===== src/rtl/npu_display_pkg.sv =====
// Shared types and defaults for the NPU result display block.
package npu_display_pkg;

    typedef enum logic [1:0] {
        ST_IDLE = 2'd0,
        ST_LOAD = 2'd1,
        ST_SHOW = 2'd2
    } state_e;

    localparam int DATA_W_DEF      = 16;
    localparam int DEPTH_DEF       = 9;
    localparam int HOLD_CYCLES_DEF = 50_000_000;

    // Width of the entry count and display index; covers buffers up to 16 entries.
    localparam int CNT_W = 5;

    // Next display index, wrapping to entry 0 after the last valid entry.
    function automatic logic [CNT_W-1:0] wrap_inc(input logic [CNT_W-1:0] idx,
                                                  input logic [CNT_W-1:0] count);
        if (idx == count - CNT_W'(1)) begin
            return '0;
        end
        return idx + CNT_W'(1);
    endfunction

endpackage


===== src/rtl/btn_edge.sv =====
// Two-flop synchronizer for a raw push-button followed by a rising-edge pulse.
module btn_edge (
    input  logic clk,
    input  logic rst,
    input  logic btn_i,
    output logic pulse_o
);

    logic sync1_q;
    logic sync2_q;
    logic prev_q;

    // Synchronizer chain plus one delayed copy for edge detection.
    always_ff @(posedge clk or posedge rst) begin
        if (rst) begin
            sync1_q <= 1'b0;
            sync2_q <= 1'b0;
            prev_q  <= 1'b0;
        end else begin
            sync1_q <= btn_i;
            sync2_q <= sync1_q;
            prev_q  <= sync2_q;
        end
    end

    assign pulse_o = sync2_q & ~prev_q;

endmodule


===== src/rtl/result_display.sv =====
// Captures a set of NPU result words and steps through them on hex displays,
// advanced manually by a push-button or automatically by a hold timer.
module result_display
    import npu_display_pkg::*;
#(
    parameter int DATA_W      = DATA_W_DEF,
    parameter int DEPTH       = DEPTH_DEF,
    parameter int HOLD_CYCLES = HOLD_CYCLES_DEF
) (
    input  logic              clk,
    input  logic              rst,
    input  logic              in_valid,
    input  logic [DATA_W-1:0] in_data,
    input  logic              in_last,
    output logic              in_ready,
    input  logic              btn_next,
    input  logic              auto_en,
    input  logic              clear,
    output logic [3:0]        hex3,
    output logic [3:0]        hex2,
    output logic [3:0]        hex1,
    output logic [3:0]        hex0,
    output logic [3:0]        idx_o,
    output logic              showing
);

    localparam int HOLD_W = (HOLD_CYCLES > 1) ? $clog2(HOLD_CYCLES) : 1;
    localparam logic [HOLD_W-1:0] HOLD_LAST = HOLD_W'(HOLD_CYCLES - 1);
    localparam logic [CNT_W-1:0]  LAST_SLOT = CNT_W'(DEPTH - 1);

    state_e              state_q, state_d;
    logic [CNT_W-1:0]    count_q, count_d;
    logic [CNT_W-1:0]    idx_q, idx_d;
    logic [HOLD_W-1:0]   auto_q, auto_d;
    logic [DATA_W-1:0]   hex_q, hex_d;
    logic [DATA_W-1:0]   buf_q [DEPTH];
    logic [DATA_W-1:0]   rd_word;
    logic [CNT_W-1:0]    wr_ptr;
    logic                wr_en;
    logic                transfer;
    logic                advance;
    logic                btn_pulse;

    btn_edge u_btn_edge (
        .clk     (clk),
        .rst     (rst),
        .btn_i   (btn_next),
        .pulse_o (btn_pulse)
    );

    assign transfer = in_valid && (state_q != ST_SHOW);
    assign advance  = btn_pulse || (auto_en && (auto_q == HOLD_LAST));

    // Select the buffer entry addressed by the current display index.
    always_comb begin
        rd_word = '0;
        for (int i = 0; i < DEPTH; i++) begin
            if (idx_q == CNT_W'(i)) begin
                rd_word = buf_q[i];
            end
        end
    end

    // Next-state logic; clear overrides transfers and advances in every state.
    always_comb begin
        state_d = state_q;
        count_d = count_q;
        idx_d   = idx_q;
        auto_d  = '0;
        hex_d   = '0;
        wr_en   = 1'b0;
        wr_ptr  = count_q;

        if (clear) begin
            state_d = ST_IDLE;
            count_d = '0;
            idx_d   = '0;
        end else begin
            case (state_q)
                ST_IDLE: begin
                    if (transfer) begin
                        wr_en   = 1'b1;
                        wr_ptr  = '0;
                        count_d = CNT_W'(1);
                        idx_d   = '0;
                        state_d = (in_last || DEPTH == 1) ? ST_SHOW : ST_LOAD;
                    end
                end
                ST_LOAD: begin
                    if (transfer) begin
                        wr_en   = 1'b1;
                        count_d = count_q + CNT_W'(1);
                        if (in_last || count_q == LAST_SLOT) begin
                            state_d = ST_SHOW;
                            idx_d   = '0;
                        end
                    end
                end
                ST_SHOW: begin
                    hex_d = rd_word;
                    if (advance) begin
                        idx_d = wrap_inc(idx_q, count_q);
                    end else if (auto_en) begin
                        auto_d = auto_q + HOLD_W'(1);
                    end
                end
                default: begin
                    state_d = ST_IDLE;
                    count_d = '0;
                    idx_d   = '0;
                end
            endcase
        end
    end

    // Control and display registers.
    always_ff @(posedge clk or posedge rst) begin
        if (rst) begin
            state_q <= ST_IDLE;
            count_q <= '0;
            idx_q   <= '0;
            auto_q  <= '0;
            hex_q   <= '0;
        end else begin
            state_q <= state_d;
            count_q <= count_d;
            idx_q   <= idx_d;
            auto_q  <= auto_d;
            hex_q   <= hex_d;
        end
    end

    // Result buffer; only accepted transfers write it, so no reset is needed.
    always_ff @(posedge clk) begin
        for (int i = 0; i < DEPTH; i++) begin
            if (wr_en && wr_ptr == CNT_W'(i)) begin
                buf_q[i] <= in_data;
            end
        end
    end

    assign in_ready = (state_q != ST_SHOW);
    assign showing  = (state_q == ST_SHOW);
    assign idx_o    = showing ? idx_q[3:0] : 4'd0;
    assign hex3     = hex_q[15:12];
    assign hex2     = hex_q[11:8];
    assign hex1     = hex_q[7:4];
    assign hex0     = hex_q[3:0];

endmodule


===== config.mk =====
export PLATFORM = sky130hd
export DESIGN_NAME = result_display
export DESIGN_NICKNAME = d
export VERILOG_FILES = /design/src/rtl/npu_display_pkg.sv /design/src/rtl/btn_edge.sv /design/src/rtl/result_display.sv
export SDC_FILE = /design/constraint.sdc
export NUM_CORES = 1
export LEC_CHECK = 0
export CAP_MARGIN = 40
export CORE_UTILIZATION = 40
export CTS_CLUSTER_DIAMETER = 60
export DETAILED_ROUTE_END_ITERATION = 12
export PLACE_DENSITY = 0.58
export SETUP_SLACK_MARGIN = 0.5
export SKIP_LAST_GASP = 1
export SYNTH_ARGS = -nofsm -noshare
export SYNTH_HDL_FRONTEND = slang
export SYNTH_SLANG_ARGS = --single-unit

===== constraint.sdc =====
create_clock -name clk -period 2.7 [get_ports clk]
set_input_delay 0.405 -clock clk [delete_from_list [all_inputs] [get_ports clk]]
set_output_delay 0.405 -clock clk [all_outputs]
set_load 0.01 [all_outputs]

Word level (Yosys, flattened, before mapping). Memory sizes are Yosys's and may differ from the RTL's. Cells that the tools add are included.

Bits in registers: 57. Bits in latches: 0. RAM bits: 144. Bits in read-only memories: 0. Input bits: 23. Output and inout port bits: 22. Logic and storage cells: 156. Memories: 1.

$add $sub $neg: 4. Multiply operators: 0. Divide/modulo/power cells: 0. $lt $le $gt $ge: 0. Eq/ne operators: 27. Shifts and indexed selects: 0. Muxes and demuxes: 86. Bitwise gates (word level): 2. Reduce and logical (&&, ||, !) cells: 28.

Memories: buf_q (depth 9, bits a word 16, read ports 9, clocked after Yosys merged registers in 0, wr ports 1, RTL line result_display.sv:36) `logic [DATA_W-1:0] buf_q [DEPTH];`.

Operators by type and width (number): 16-bit two-way mux (19); 16-bit OR reduction (8); 26-bit two-way mux (4); 5-bit two-way mux (13); 5-bit by 3-bit equality test with 1-bit output (second input constant) (8); 4-bit two-way mux (9); 1-bit two-way mux (33); 5-bit case mux with 3 select lines (2); 26-bit by 1-bit adder with 26-bit output (second input constant) (1); 26-bit equality test (second input constant) (1); 5-bit by 2-bit equality test with 1-bit output (second input constant) (4); 5-bit by 4-bit equality test with 1-bit output (second input constant) (3); 1-bit logical AND (11); 5-bit by 1-bit adder with 5-bit output (second input constant) (2); 5-bit by 1-bit equality test with 1-bit output (second input constant) (2); 5-bit logical NOT (2); 2-bit two-way mux (5); 3-bit != test (second input constant) (3); 4-bit AND reduction (2); 2-bit case mux with 3 select lines (1); 5-bit equality test (1); 5-bit by 1-bit subtractor with 5-bit output (second input constant) (1); 2-bit != test (second input constant) (2); 3-bit by 2-bit != test with 1-bit output (second input constant) (1); other kinds (8) (9).

Logic depth before layout (Yosys ltp).
Depth after elaboration: 18. Depth in mapped cells: 9. Depth with buffers taken out: 7.

Modules after synthesis. Synthesis repeated with hierarchy kept, for this count alone.

Cell total of the unflattened synthesis: 656. Area total of the unflattened synthesis: 8361.8 um^2.

By module, submodules not included: result_display (times used 1, cells each 651, area an instance 8269.2 um^2, sequential area each 5675.4 um^2); btn_edge (times used 1, cells each 5, area an instance 92.6 um^2, sequential area each 75.1 um^2).

Least setup slack after synthesis. Ideal clock, no wire load.

Path type: input-to-reg. Start: in clear. End: mem buf_q[0][128] (netlist bit) (enable). Library setup time: 0.430 ns. Arrival time: 2.586 ns. Data required time: 2.270 ns. Path slack: -0.316 ns. Cell stages on the path: 5. Buffers on the path: 1. Path through: clkbuf_1 -> nor2_1 -> and3_1 -> nand2_1 -> nor4_1.

Word-level cells in the longest chain between the ends: 14. Elaborated cells between the ends (all ways): 62. Classes of those cells: eq/ne (8); mux (36); reduce/logical (18).

Ends and longest elaborated chain: start, declared (RTL line result_display.sv:18) `input logic clear,`; 5-bit two-way mux (RTL line result_display.sv:74) `if (clear) begin`; 5-bit by 1-bit equality test with 1-bit output (RTL line result_display.sv:136) `if (wr_en && wr_ptr == CNT_W'(i)) begin`; 1-bit logical AND (RTL line result_display.sv:136); 1-bit two-way mux (RTL line result_display.sv:136); 1-bit two-way mux (implied by the code) (RTL line result_display.sv:137) `buf_q[i] <= in_data;`; 16-bit OR reduction (no line); 4-bit two-way mux (no line) or 1-bit two-way mux (tied branches) (8 in a row); end, declared (RTL line result_display.sv:36).

Several ways; a longest one is shown, not always the timed one.

Worst setup path in the final report.
Start: reg auto_q[8]. End: reg idx_q[4].

Word-level cells in the longest chain between the ends: 5.

Ends and longest elaborated chain: start, declared (RTL line result_display.sv:34) `logic [HOLD_W-1:0] auto_q, auto_d;`; start signal, assigned (RTL line result_display.sv:128) `auto_q <= auto_d;`; 26-bit equality test (RTL line result_display.sv:52) `assign advance = btn_pulse || (auto_en && (auto_q == HOLD_LAST));`; 1-bit logical AND (RTL line result_display.sv:52); 1-bit logical OR (RTL line result_display.sv:52); 3-bit by 2-bit != test with 1-bit output (no line); 4-bit AND reduction (no line); end signal, assigned (RTL line result_display.sv:127) `idx_q <= idx_d;`; end, declared (RTL line result_display.sv:33) `logic [CNT_W-1:0] idx_q, idx_d;`.

No other way between the ends. A chain may end at the register's enable or synchronous reset.

==> flow_summary.json <==
{
  "status": "finished clean",
  "max_freq_mhz": 453,
  "wire_per_inst_um": 19.2,
  "diodes": 0,
  "drt_iter0_markers": 361,
  "syn_inst": 692,
  "critPathCaptureType": "flip-flop",
  "cts_sinks": 201,
  "crit_required_ns": 3.14,
  "synth-async-reset-ratio_pct": 28.4,
  "synth_cell_types": 54,
  "drt_first_pass_iters": 5,
  "path_buf_inv": 0,
  "grt_pass1_vias": 5771,
  "cts.path.max_buffers": 3,
  "period_needed_ns": 2.21,
  "synth_top_cells_by_area": "edfxtp_1 (50%), dfrtp_1 (17%), nor2_1 (3.1%), a21oi_1 (2.3%), nand2_1 (2.1%)",
  "hold_path.class": "primary input to async pin",
  "vias_per_cell": 5.46,
  "cp_top_family": "simple AND/OR/NAND/NOR gates",
  "grt_usage_pct": 19.1,
  "crit_path_frequent_cell": "or4b_4",
  "synthFlopType": "edfxtp_1",
  "slowest_stage": "or4b_4",
  "setup_tns_ns": 0,
  "vdd_drop_max_mv": 0.466,
  "clk-insertion-delay-late_ns": 0.52,
  "grt_max_degree": 41,
  "port_buffers": 44,
  "path_clk_slew_ns": 0.06,
  "cp-start-kind": "flip-flop",
  "cts_tree": "done",
  "period_share_pct": 81.8,
  "cts_root_buffer": "clkbuf_16",
  "fin_nets": 796,
  "antenna_found_initial": 0,
  "layout_commonest_cell": "edfxtp_1",
  "synth-seq-cells": 201,
  "worstPathCellList": "or4b_4 -> nor4_4 -> a31oi_1 -> or4b_4 -> o211ai_1",
  "cpPeakStageDelay_ns": 0.57,
  "dpl_cell_area_mm2": 0.00960,
  "vias": 5767,
  "drive_gt1_share_pct": 14.8,
  "die_h_um": 148,
  "area_delta_synth_final_pct": 22.7,
  "finalHoldViolations": 0,
  "fin_skew_ns": 0.0127,
  "rsz0062_at_grt": "true",
  "relSlewSlack_pct": 64.8,
  "worstPathArrival_ns": 2.65,
  "cts_buffers": 23,
  "grt_overflow": 0,
  "critPathKind": "flip-flop to flip-flop",
  "power_leakage_nw": 3.76,
  "ys_warn_count": 0,
  "final_cell_mix": "edfxtp_1 (144), nor2_1 (67), dfrtp_1 (52)",
  "final_max_slew_viol_count": 0,
  "syn_avg_cell_area_um2": 12.4,
  "drv_cap": 0,
  "gp_congestion": 0.787,
  "io_pins": 45,
  "stdcell_area_mm2": 0.0105,
  "yosysTopAreaCell": "edfxtp_1",
  "antenna_left": 0,
  "coreArea_mm2": 0.0210,
  "h-tree-depth": 1,
  "start_util_pct": 40.7,
  "setup_violations": 0,
  "synth_top_area_share_pct": 50.5,
  "worstPathMaxFanout": 5,
  "synth_edf_count": 144,
  "synth_area_mm2": 0.00856,
  "routed_wl_mm": 20.3,
  "syn-num-nets": 723,
  "dp_hpwl_mm": 12.5,
  "ys_seq_area_share_pct": 67.1,
  "p_per_area_mw_per_mm2": 650,
  "core.rowCount": 53,
  "hold_buffers": 0,
  "worst_slew_pin_slew_ns": 0.527,
  "die_width_um": 148,
  "die-area_mm2": 0.0220,
  "grt_pass1_wl_mm": 32.1,
  "drc": 0
}
[timing repair]
action                     CTS  global route
gates resized for setup     19            18
setup buffers                6             2
setup endpoints to repair   25            60
pin swaps                    2             4
[final cells by class]
class,instances,area (µm²)
clock buffer,28,604
tap,275,344
clock inverter,14,114
fill,1828,10500
inverter,20,75.1
timing repair buffer,91,896
sequential,201,5760
multi-input combinational,428,2720
[power breakdown]
group / internal, mW / leakage, nW / switching (mW)
Combinational: 0.218 / 1.33 / 0.277
Clock: 1.71 / 0.355 / 1.24
Sequential: 3.37 / 2.08 / 0.0152
[synthesized netlist by cell type, drive strengths merged, types with 10 or more instances]
cell / count
a211oi: 10
nand4: 14
edfxtp: 144
a21oi: 40
o21ai: 24
clkbuf: 38
nand3: 19
dfrtp: 57
nor2: 70
xor2: 20
nor2b: 20
inv: 20
nand2: 49
nor3: 33
[per-layer routing]
metal,wire length [µm],up-vias,GRT usage [%]
met2,9730,148,32.3
met4,519,0,5.62
met1,9030,2872,25.6
li1,-,2714,-
met3,1020,33,2.70
met5,0,-,0
[stage by stage]
step / hold WS (ns) / worst slack, ns / std cells / util [%] / total power [mW]
after floorplan: 0.331 / 0.440 / 692 / - / 3.71
after global placement: 0.350 / 0.233 / 1007 / 45.7 / 3.91
after detailed placement: 0.342 / 0.175 / 1007 / 45.7 / 3.92
after CTS: 0.244 / 0.476 / 1055 / 49.5 / 6.90
after global routing: 0.266 / 0.411 / 1057 / 50.0 / 7.06
final: 0.225 / 0.491 / 1057 / 50.0 / 6.83
[flip-flops by register name, indices dropped and copies added, names as in the netlist]
register and count:
hex_q 16, idx_q 5, buf_q 144, count_q 5
u_btn_edge.prev_q 1, auto_q 26, u_btn_edge.sync1_q 1, u_btn_edge.sync2_q 1
state_q 2
[worst paths after layout]
| check | startpoint | to | slack, ns | cells after the start |
|---|---|---|---|---|
| worst max-delay path | auto_q[8] | idx_q[4] | 0.49 | 5 |
| worst min-delay path | rst | state_q[1] | 0.23 | 2 |
| worst max register to register | auto_q[8] | idx_q[4] | 0.49 | 5 |
| worst min register to register | u_btn_edge.sync1_q | u_btn_edge.sync2_q | 0.36 | 0 |
| max in group asynchronous | rst | idx_q[2] | 1.89 | 3 |
| min in group clk | btn_next | u_btn_edge.sync1_q | 0.33 | 1 |
[cell families (layout without fill, tap and decap cells)]
group	after synthesis	after routing	synth area share (%)
and+or+nand+nor	256	256	15.4
DFF	201	201	67.1
AOI/OAI and AO/OA	134	134	10.5
buffers and inverters	63	153	2.79
xor gates and xnor gates	29	29	2.97
adders and majority gates	8	8	1.17
muxes	1	1	0.117
Note: power is estimated with default switching activity, not from simulation.
